`src/rtl/adder_seq16_ctrl.sv`:
```
// Nibble-serial adder: one 4-bit carry-lookahead slice is reused for every
// nibble of the operands, producing a W-bit result after NIBBLES cycles.
`timescale 1ns/1ps

module adder_seq16_cla4 (
  input  logic [3:0] i_a,
  input  logic [3:0] i_b,
  input  logic       i_c,
  output logic [3:0] o_sum,
  output logic       o_c3,
  output logic       o_cout
);
  logic [3:0] w_p;
  logic [3:0] w_g;
  logic [4:0] w_c;

  assign w_p = i_a ^ i_b;
  assign w_g = i_a & i_b;

  // Every carry is expanded from generate/propagate terms.
  assign w_c[0] = i_c;
  assign w_c[1] = w_g[0] | (w_p[0] & i_c);
  assign w_c[2] = w_g[1] | (w_p[1] & w_g[0]) | (w_p[1] & w_p[0] & i_c);
  assign w_c[3] = w_g[2] | (w_p[2] & w_g[1]) | (w_p[2] & w_p[1] & w_g[0])
                | (w_p[2] & w_p[1] & w_p[0] & i_c);
  assign w_c[4] = w_g[3] | (w_p[3] & w_g[2]) | (w_p[3] & w_p[2] & w_g[1])
                | (w_p[3] & w_p[2] & w_p[1] & w_g[0])
                | (w_p[3] & w_p[2] & w_p[1] & w_p[0] & i_c);

  assign o_sum  = w_p ^ w_c[3:0];
  assign o_c3   = w_c[3];
  assign o_cout = w_c[4];
endmodule

// Handshake: start is taken on a rising edge only while ready=1; done is a
// one-cycle pulse in the first IDLE cycle after the final nibble, during
// which ready is already high so a new start can be taken back-to-back.
module adder_seq16_ctrl #(
  parameter int NIBBLES = 4
) (
  input  logic                   clk,
  input  logic                   rst_n,
  input  logic                   start,
  input  logic [4*NIBBLES-1:0]   a,
  input  logic [4*NIBBLES-1:0]   b,
  input  logic                   cin,
  input  logic                   abort,
  output logic                   ready,
  output logic                   done,
  output logic [4*NIBBLES-1:0]   sum,
  output logic                   cout,
  output logic                   ovf,
  output logic                   o_dbg_state
);
  localparam int W  = 4 * NIBBLES;
  localparam int IW = (NIBBLES > 1) ? $clog2(NIBBLES) : 1;
  localparam logic [IW-1:0] LAST_IDX = IW'(NIBBLES - 1);

  typedef enum logic {
    S_IDLE = 1'b0,
    S_RUN  = 1'b1
  } state_t;

  state_t        r_state;
  state_t        w_next_state;
  logic [W-1:0]  r_a;
  logic [W-1:0]  r_b;
  logic          r_carry;
  logic [IW-1:0] r_index;
  logic [W-1:0]  r_sum;
  logic          r_cout;
  logic          r_ovf;
  logic          r_done;

  logic          w_accept;
  logic          w_step;
  logic          w_finish;
  logic          w_last;
  logic [3:0]    w_nib_a;
  logic [3:0]    w_nib_b;
  logic [3:0]    w_slice_sum;
  logic          w_slice_c3;
  logic          w_slice_cout;

  assign w_last = (r_index == LAST_IDX);

  // Index is decoded against legal nibble numbers only, so no out-of-range
  // slice of the operands can ever be addressed.
  always_comb begin
    w_nib_a = '0;
    w_nib_b = '0;
    for (int i = 0; i < NIBBLES; i++) begin
      if (r_index == IW'(i)) begin
        w_nib_a = r_a[4*i +: 4];
        w_nib_b = r_b[4*i +: 4];
      end
    end
  end

  adder_seq16_cla4 u_slice (
    .i_a    (w_nib_a),
    .i_b    (w_nib_b),
    .i_c    (r_carry),
    .o_sum  (w_slice_sum),
    .o_c3   (w_slice_c3),
    .o_cout (w_slice_cout)
  );

  always_ff @(posedge clk or negedge rst_n) begin
    if (!rst_n) begin
      r_state <= S_IDLE;
    end else begin
      r_state <= w_next_state;
    end
  end

  always_comb begin
    w_next_state = r_state;
    w_accept     = 1'b0;
    w_step       = 1'b0;
    w_finish     = 1'b0;
    case (r_state)
      S_IDLE: begin
        if (start) begin
          w_accept     = 1'b1;
          w_next_state = S_RUN;
        end
      end
      S_RUN: begin
        if (abort) begin
          w_next_state = S_IDLE;
        end else begin
          w_step = 1'b1;
          if (w_last) begin
            w_finish     = 1'b1;
            w_next_state = S_IDLE;
          end
        end
      end
      default: w_next_state = S_IDLE;
    endcase
  end

  always_ff @(posedge clk or negedge rst_n) begin
    if (!rst_n) begin
      r_a     <= '0;
      r_b     <= '0;
      r_carry <= 1'b0;
      r_index <= '0;
      r_sum   <= '0;
      r_cout  <= 1'b0;
      r_ovf   <= 1'b0;
      r_done  <= 1'b0;
    end else begin
      r_done <= w_finish;
      if (w_accept) begin
        r_a     <= a;
        r_b     <= b;
        r_carry <= cin;
        r_index <= '0;
      end else if (w_step) begin
        for (int i = 0; i < NIBBLES; i++) begin
          if (r_index == IW'(i)) begin
            r_sum[4*i +: 4] <= w_slice_sum;
          end
        end
        r_carry <= w_slice_cout;
        if (w_finish) begin
          r_index <= '0;
          r_cout  <= w_slice_cout;
          r_ovf   <= w_slice_c3 ^ w_slice_cout;
        end else begin
          r_index <= r_index + 1'b1;
        end
      end else if (r_state == S_RUN) begin
        // Aborted: drop the operation, keep cout/ovf from the last result.
        r_index <= '0;
      end
    end
  end

  assign ready       = (r_state == S_IDLE);
  assign done        = r_done;
  assign sum         = r_sum;
  assign cout        = r_cout;
  assign ovf         = r_ovf;
  assign o_dbg_state = r_state;
endmodule

```
`config.mk`:
```
export PLATFORM = sky130hd
export DESIGN_NAME = adder_seq16_ctrl
export DESIGN_NICKNAME = d
export VERILOG_FILES = /design/src/rtl/adder_seq16_ctrl.sv
export SDC_FILE = /design/constraint.sdc
export NUM_CORES = 1
export LEC_CHECK = 0
export ABC_AREA = 1
export ABC_CLOCK_PERIOD_IN_PS = 6600
export CAP_MARGIN = 30
export CORE_MARGIN = 1.5
export CORE_UTILIZATION = 54
export CTS_CLUSTER_DIAMETER = 150
export CTS_CLUSTER_SIZE = 40
export DETAILED_ROUTE_END_ITERATION = 16
export PLACE_DENSITY = 0.95
export SLEW_MARGIN = 20
export SYNTH_ARGS = -nofsm -noshare
export SYNTH_HDL_FRONTEND = slang
export SYNTH_SLANG_ARGS = --single-unit
```
`constraint.sdc`:
```
create_clock -name clk -period 6.6 [get_ports clk]
set_clock_uncertainty 0.1 [all_clocks]
set_input_delay 0.66 -clock clk [delete_from_list [all_inputs] [get_ports clk]]
set_output_delay 0.66 -clock clk [all_outputs]
set_load 0.01 [all_outputs]
```
== Yosys cells after proc, flatten, opt, wreduce, memory -nomap -nowiden ==
Index checks and enable logic that the tools add are counted.

* Reductions and logical operators: 8
* Bitwise logic cells: 32
* Magnitude comparators: 0
* Div/mod/pow operators: 0
* Eq/ne operators: 3
* Add/sub/neg operators: 1
* Mux-type cells: 24
* $mul: 0
* Shift operators: 0

{| class="wikitable"
|+ Operator list
! cell !! number
|-
| $mux 4 || 8
|-
| $and 1x1->1 || 16
|-
| $reduce_and 3->1 || 5
|-
| $mux 1 || 11
|-
| $or 1x1->1 || 10
|-
| $mux 2 || 4
|-
| $xor 4x4->4 || 2
|-
| $and 4x4->4 || 1
|-
| $eq 2x2->1 const B || 2
|-
| $reduce_bool 3->1 || 1
|-
| $add 2x1->2 const B || 1
|-
| $eq 2x1->1 const B || 1
|-
| $logic_not 2->1 || 1
|-
| $not 1->1 || 2
|-
| $pmux 1 s2 || 1
|-
| $reduce_bool 2->1 || 1
|-
| $xor 1x1->1 || 1
|}

* Memories: 0
* Register bits: 55
* Latch bits: 0
* Logic and storage cells: 80
* Input port bits: 37
* Memory bits (writable): 0
* ROM bits: 0

== Longest topological paths before layout ==
Gate-level depths: netlist of the first run.

* Depth in word-level cells: 13
* Depth in mapped cells: 16
* Depth with buffers taken out: 15

== Hierarchy ==
A second synthesis of the first run with hierarchy kept.

* Cells, all modules: 323
* Area, all modules: 2,702.6 um^2

{| class="wikitable"
|+ By module, submodules not included
! module !! instances !! sequential area each (um^2) !! area each (um^2) !! cells each
|-
| adder_seq16_ctrl || 1 || 1,376.3 || 2,508.7 || 292
|-
| adder_seq16_cla4 || 1 || 0.0 || 193.9 || 31
|}

== Least setup slack after synthesis of the first run ==
Ideal clock, no wire load.

* Path kind: register to register
* From: register r_index[0]
* To: register r_sum[14], in the netlist sum[14]
* Path slack: 4,185 ps
* Setup time: 118 ps
* Arrival: 2,197 ps
* Clock period less this slack: 2,415 ps
* Path buffers: 1
* Stages on the path, launching flop included: 12
* Cells stage by stage: dfrtp_1 -> inv_1 -> ha_1 -> buf_2 -> inv_1 -> o211ai_1 -> a21oi_1 -> ha_1 -> or2_2 -> a21o_1 -> nand3_1 -> nand2_1

* Longest elaborated chain between the ends: 10

{| class="wikitable"
|+ RTL lines
! element !! line !! RTL
|-
| start, declared || 69 || <nowiki>logic [IW-1:0] r_index;</nowiki>
|-
| start signal, assigned || 173 || <nowiki>r_index <= r_index + 1'b1;</nowiki>
|-
| $logic_not 2->1 || 93 || <nowiki>if (r_index == IW'(i)) begin</nowiki>
|-
| $mux 4 (4 in a row) || 93 ||
|-
| $xor 4x4->4 / $and 4x4->4 (equally long branches) || 17, 18 ||
|-
| $and 1x1->1 || 23 || <nowiki>assign w_c[2] = w_g[1] | (w_p[1] & w_g[0]) | (w_p[1] & w_p[0] & i_c);</nowiki>
|-
| $or 1x1->1 / $and 1x1->1 (equally long branches) || 23 ||
|-
| $or 1x1->1 || 23 ||
|-
| $xor 4x4->4 || 30 || <nowiki>assign o_sum = w_p ^ w_c[3:0];</nowiki>
|-
| end signal, assigned by index || 164 || <nowiki>r_sum[4*i +: 4] <= w_slice_sum;</nowiki>
|-
| end, declared || 70 || <nowiki>logic [W-1:0] r_sum;</nowiki>
|}

Parallel ways exist; a longest one is shown, timed or not.
A chain may end at the register's enable or synchronous reset.

== Final worst setup path of the first run ==
* From: register r_index[0]
* To: register r_carry

* Longest elaborated chain between the ends: 13

{| class="wikitable"
|+ RTL lines
! element !! line !! RTL
|-
| $logic_not 2->1 || 93 ||
|-
| $mux 4 (4 in a row) || 93 ||
|-
| $xor 4x4->4 / $and 4x4->4 (equally long branches) || 17, 18 ||
|-
| $and 1x1->1, on equally long branches || 26, 27, 28 ||
|-
| $or 1x1->1, or another cell as far along (2 in a row) || 26 || <nowiki>assign w_c[4] = w_g[3] | (w_p[3] & w_g[2]) | (w_p[3] & w_p[2] & w_g[1])</nowiki>
|-
| $or 1x1->1 / $and 1x1->1 (equally long branches) || 27, 28 ||
|-
| $or 1x1->1 (*) || 28 || <nowiki>| (w_p[3] & w_p[2] & w_p[1] & w_p[0] & i_c);</nowiki>
|-
| $mux 1 (*) || 161 || <nowiki>end else if (w_step) begin</nowiki>
|-
| $mux 1 (*) || 156 || <nowiki>if (w_accept) begin</nowiki>
|-
| end signal, assigned || 159 || <nowiki>r_carry <= cin;</nowiki>
|-
| end signal, assigned || 167 || <nowiki>r_carry <= w_slice_cout;</nowiki>
|-
| end, declared || 68 || <nowiki>logic r_carry;</nowiki>
|}

Mark *: on every way between the ends. The rest lies on a longest branch, timed or not. The select of a mux whose other input is x is not followed.

==> summary.txt, run 1 <==
share of post-route cells with drive strength above 1: 15.7%
DRT iter0 DRCs: 102
Hold Buf Count CTS: 0
Synth Cell Area: 2680 um^2
design area: 3390 um^2
clk slew on worst S/H paths: 100 ps
top cell type's share of synthesized area: 51.4%
CP Launch Point: r_index[0]$_DFFE_PN0P_
io pins: 58
synthesis-to-finish area growth: 26.5%
outcome: complete, no violations
final RePlAce weighted congestion: 0.921
TNS Setup: 0 ps
# DRC: 0
ANT nets after route: 0
Max Clock Freq: 361 MHz
fin nets: 369
Max-cap violations: 0
vias in the first global route: 2,038
Cell variety after synth: 27
post-layout min period: 2770 ps
Setup WS post-layout: 3830 ps
clock tree buffer depth: 2
Clock Sinks: 55
Post-synth EDFFs: 0
via count: 2,049
CTS root buf: clkbuf_8
wire per inst: 14.2 um
Worst EP arrival: 2880 ps
DP Worst Slack: 3860 ps
CP required: 6700 ps
CTS tree: done
Seq/Total Area, Yosys: 51.4%
die extent in x: 73.4 um
Slew @ Worst Pin: 694 ps
Final Hold Vio Count: 0
YS warnings: 0
Post-Syn Nets: 312
dominant cell type by area after synthesis: dfrtp_1
CP Class: reg -> reg
H-tree Lvls: 2
Tot GR Track Use: 22.8%
Post-CTS Setup Bufs: 0
Gate Count Post-Synth: 266
Yosys reg bits: 55
CTS Buf Count: 5
Pins Over Slew Limit: 0
PwrDens: 395 nW/um^2
Top FF cell, synth: dfrtp_1
Overflow after GRT: 0
pin count of the biggest net entering global routing: 56
die height: 73.4 um
P_leak: 0.00163 uW
ys async rst share: 100%
Initial Utilization: 56.3%
setup violators final: 0
first-pass GRT wire length: 9430 um
Rows: 25
crit end category: flop
fillers: 367
Core Region: 4750 um^2
DP Wirelength: 4190 um
First-pass DRT Iterations: 4
PortBufs: 57
RSZ-0062 raised after global routing: false
RR Startpoint: r_index[0]$_DFFE_PN0P_
Critical Path Fanout Max: 9
Slew Limit Headroom: 53.7%
Hold Crit Class: in -> async
Startpoint Class: flop
period utilization: 42.0%
Area contributors post-synth: dfrtp_1 (51%), mux2_2 (12%), nand2_1 (8.5%)
maximum VDD drop: 0.199 mV
clock latency at the later pin of the worst-skew pair: 320 ps
n_diodes: 0
drt total wl: 5540 um
Via density: 5.24
initial antenna violation count: 0
# resized after CTS: 0
syn avg cell area: 10.1 um^2
Post-DP Area: 3270 um^2
die area: 5390 um^2
cell type report:
type | instances | area [um^2] | share of cell area [%]
Tap cell | 67 | 83.8 | 2.47
Timing Repair Buffer | 59 | 581 | 17.1
Multi-Input combinational cell | 179 | 1140 | 33.6
Sequential cell | 55 | 1380 | 40.6
Clock inverter | 2 | 38.8 | 1.14
Clock buffer | 6 | 82.6 | 2.44
Inverter | 23 | 88.8 | 2.62
cells in the mapped netlist, types with 2 or more instances:
| library cell | n |
|---|---|
| nand3_1 | 21 |
| o21ai_2 | 3 |
| nor2_8 | 2 |
| a21oi_1 | 19 |
| nor2_4 | 2 |
| buf_6 | 4 |
| buf_2 | 3 |
| dfrtp_1 | 55 |
| inv_1 | 19 |
| mux2_2 | 28 |
| o211ai_1 | 5 |
| inv_2 | 3 |
| nand2_1 | 61 |
| buf_4 | 2 |
| nor2_1 | 15 |
| o21ai_1 | 2 |
| o21ai_0 | 5 |
| ha_1 | 8 |
registers in the layout, indices dropped and copies added, names as in the netlist:
register,count
r_a,16
ovf,1
cout,1
r_index,2
o_dbg_state,1
sum,16
done,1
r_carry,1
r_b,16
path summary, 6_finish.rpt:
path / to / slack [ps] / depth (start not counted)
max: r_carry$_DFFE_PN0P_ / 3830 / 11
max in group asynchronous: r_b[15]$_DFFE_PN0P_ / 5580 / 2
max reg2reg: r_carry$_DFFE_PN0P_ / 3830 / 11
min in group clk: sum[13]$_DFFE_PN0P_ / 390 / 2
min: r_b[6]$_DFFE_PN0P_ / 370 / 2
min reg2reg: sum[13]$_DFFE_PN0P_ / 390 / 2
power by group:
group | total [uW] | switching, uW | leakage (uW) | internal, uW
logic | 596 | 323 | 0.000900 | 273
clock network | 236 | 111 | 0.0000618 | 125
registers | 506 | 65.1 | 0.000666 | 441
through the flow:
stage | power [uW] | hold slack (ps) | cells | utilization [%]
2_1_floorplan | 879 | 264 | 266 | -
3_3_place_gp | 1080 | 354 | 383 | 68.7
4_1_cts | 1340 | 386 | 391 | 71.3
3_5_place_dp | 1110 | 367 | 383 | 68.7
5_1_grt | 1440 | 414 | 391 | 71.3
6_report | 1340 | 375 | 391 | 71.3
layout by cell type, fill, tap and decap left out:
cell type,count
nor2_4,2
nor2_1,15
a22oi_1,1
a21oi_1,19
inv_1,19
inv_4,1
buf_2,1
a21o_1,1
fa_1,1
nor2_8,2
ha_1,8
o21ai_1,2
or2_2,1
xor2_1,1
mux2_1,1
nand3_1,21
clkbuf_8,6
o211ai_1,5
dfrtp_1,55
nand2_1,61
o21ai_0,5
buf_4,2
clkdlybuf4s50_1,56
or2_1,1
a22o_1,1
bufinv_16,1
o21ai_2,3
inv_6,1
mux2_2,28
inv_2,3
critical path: stages (launching register included):
cell and delay (ps):
dfrtp_1 430, inv_1 90, ha_1 300, inv_1 340, o211ai_1 170, a21oi_1 200, ha_1 310, or2_2 340
nand3_1 140, nand3_1 90, o211ai_1 90, inv_1 70
metal layers:
metal	track usage, %	wire length, um	vias to the layer above
met1	29.5	2420	981
met2	38.7	2770	69
li1	-	-	991
met4	7.20	81	0
met3	4.53	261	8
met5	0	0	-
cell families (layout without fill, tap and decap cells):
kind of cell | after synthesis | after routing | synth area share [%]
flops | 55 | 55 | 51.4
mux | 29 | 29 | 12.2
xor+xnor | 1 | 1 | 0.327
simple gates | 103 | 103 | 17.4
buf+inv | 32 | 90 | 6.12
fa+ha+maj | 9 | 9 | 4.48
compound gates | 37 | 37 | 8.13
No activity file was read; power rests on OpenSTA's default activity.
==> run 2: changes to the inputs <==
--- a/config.mk
+++ b/config.mk
@@ -6,14 +6,14 @@
 export NUM_CORES = 1
 export LEC_CHECK = 0
 export ABC_AREA = 1
-export ABC_CLOCK_PERIOD_IN_PS = 6600
+export ABC_CLOCK_PERIOD_IN_PS = 2800
 export CAP_MARGIN = 30
 export CORE_MARGIN = 1.5
-export CORE_UTILIZATION = 54
+export CORE_UTILIZATION = 50
 export CTS_CLUSTER_DIAMETER = 150
 export CTS_CLUSTER_SIZE = 40
 export DETAILED_ROUTE_END_ITERATION = 16
-export PLACE_DENSITY = 0.95
+export PLACE_DENSITY = 0.9
 export SLEW_MARGIN = 20
 export SYNTH_ARGS = -nofsm -noshare
 export SYNTH_HDL_FRONTEND = slang
==> constraint.sdc (replaced) <==
create_clock -name clk -period 2.8 [get_ports clk]
set_clock_uncertainty 0.1 [all_clocks]
set_input_delay 0.28 -clock clk [delete_from_list [all_inputs] [get_ports clk]]
set_output_delay 0.28 -clock clk [all_outputs]
set_load 0.01 [all_outputs]
==> run 2 against run 1 <==
Against the previous run: via count rose by 2.9%; setup slack lost 3700 ps; critical path depth increased by 3; sequential power is 140% higher; register-to-register slack lost 3700 ps; routed wire length up 3.0%; global-route usage shrank 2.5 points; maximum frequency up 3.8%.
==> summary.txt, run 2 (same netlist as run 1, synthesis figures left out) <==
setup violators final: 0
drt total wl: 5700 um
post-layout min period: 2670 ps
# DRC: 0
Pwr Total: 3250 uW
WHS Path Cells: 2
Max-cap violations: 0
R2R cell count: 14
r2r endpoint: ovf$_DFFE_PN0P_
Core Region: 5140 um^2
Max Clock Freq: 375 MHz
Overflow after GRT: 0
DRT iter0 DRCs: 120
fin nets: 378
First-pass DRT Iterations: 4
Clock Sinks: 55
Hold Crit Class: reg -> reg
die extent in x: 76.2 um
CTS root buf: clkbuf_8
P_leak: 0.00166 uW
clock latency at the later pin of the worst-skew pair: 310 ps
hold_sp: sum[5]$_DFFE_PN0P_
H-tree Lvls: 2
met3 usage: 3.95%
share of post-route cells with drive strength above 1: 19.5%
die height: 76.2 um
TNS Setup: 0 ps
busiest grt layer: met2
via count: 2,108
outcome: complete, no violations
vias in the first global route: 2,069
CTS tree: done
Hold EP: sum[5]$_DFFE_PN0P_
RR Startpoint: r_index[0]$_DFFE_PN0P_
die area: 5810 um^2
Slew @ Worst Pin: 659 ps
Critical Path Fanout Max: 8
Worst EP arrival: 2820 ps
CTS Buf Count: 5
first-pass GRT wire length: 9580 um
synthesis-to-finish area growth: 30.8%
fillers: 415
Initial Utilization: 52.1%
commonest non-fill, non-tap cells in the layout: nand2_1 (61), clkdlybuf4s50_1 (56), dfrtp_1 (55)
period utilization: 95.3%
grt met1 use: 26.1%
wire per inst: 14.1 um
DP Wirelength: 4150 um
io pins: 58
PwrDens: 926 nW/um^2
ANT nets after route: 0
Pins Over Slew Limit: 0
n_diodes: 0
CP required: 2950 ps
most common cell after layout, fill and taps aside: nand2_1
Reg2Reg Setup Slack: 130 ps
Via density: 5.23
pin count of the biggest net entering global routing: 39
Setup WS post-layout: 130 ps
PortBufs: 57
Tot GR Track Use: 20.3%
clock tree buffer depth: 2
maximum VDD drop: 0.437 mV
crit end category: flop
final RePlAce weighted congestion: 0.891
Startpoint Class: flop
Final Hold Vio Count: 0
Global Route met2 Usage: 35.4%
DP Worst Slack: 120 ps
Rows: 26
clk slew on worst S/H paths: 90 ps
CP Class: reg -> reg
Slew Limit Headroom: 56.1%
initial antenna violation count: 0
[run 2: cell types whose count changed in the layout (fill, tap and decap cells not counted), sizes merged]
cell / change
clkinvlp: +5
bufinv: +1
inv: -4
buf: +6
dlygate4sd3: +1
[run 2: metrics by stage]
| step | instances | util (%) | cell area (um^2) | hold WS, ps |
|---|---|---|---|---|
| after floorplan | 266 | - | 2680 | -116 |
| after global placement | 388 | 63.9 | 3290 | 216 |
| after detailed placement | 388 | 63.9 | 3290 | 215 |
| after CTS | 397 | 66.8 | 3430 | 380 |
| after global routing | 403 | 68.2 | 3500 | 411 |
| final | 403 | 68.2 | 3500 | 380 |
[run 2: layer usage]
metal,wire length [um],share of wire [%]
met1,2330,41
met2,2930,51
met3,317,5.6
met4,133,2.3
met5,0,0
[run 2: worst max path at each step]
stage,endpoint,cells past startpoint,startpoint
6_report,ovf$_DFFE_PN0P_,14,r_index[0]$_DFFE_PN0P_
5_1_grt,ovf$_DFFE_PN0P_,14,r_index[0]$_DFFE_PN0P_
4_1_cts,ovf$_DFFE_PN0P_,13,r_index[1]$_DFFE_PN0P_
3_5_place_dp,ovf$_DFFE_PN0P_,14,r_index[1]$_DFFE_PN0P_
3_3_place_gp,ovf$_DFFE_PN0P_,11,r_index[0]$_DFFE_PN0P_
2_1_floorplan,sum[14]$_DFFE_PN0P_,11,r_index[0]$_DFFE_PN0P_
[run 2: area by class of cell]
class / count / area (um^2) / area share [%]
Clock buffer: 5 / 68.8 / 1.96
Clock inverter: 3 / 67.6 / 1.93
Inverter: 23 / 100 / 2.86
Multi-Input combinational cell: 179 / 1160 / 33.0
Sequential cell: 55 / 1380 / 39.3
Tap cell: 70 / 87.6 / 2.50
Timing Repair Buffer: 67 / 641 / 18.3
Timing Repair inverter: 1 / 5.00 / 0.143
[run 2: worst max-delay path: stages (launching register included)]
cell and delay (ps):
dfrtp_1 470, inv_1 100, ha_1 250, buf_4 180, a21oi_1 180, nand2_1 70
o21ai_0 80, a21oi_1 90, ha_1 330, or2_2 340, nand3_1 130, nand2_1 90
nand2_1 70, nand3_1 70, nand2_1 70
[run 2: power breakdown]
part	internal (uW)	leakage (uW)	switching (uW)
clock network	356	0.0000644	248
registers	1040	0.000666	158
logic	673	0.000932	772
[run 2: timing repair]
action / in CTS / in global routing
buffers inserted: 0 / 5
hold buffers: 1 / 0
endpoints found under the hold margin: 26 / 0
setup endpoints to repair: 0 / 11
gates resized for setup: 0 / 7
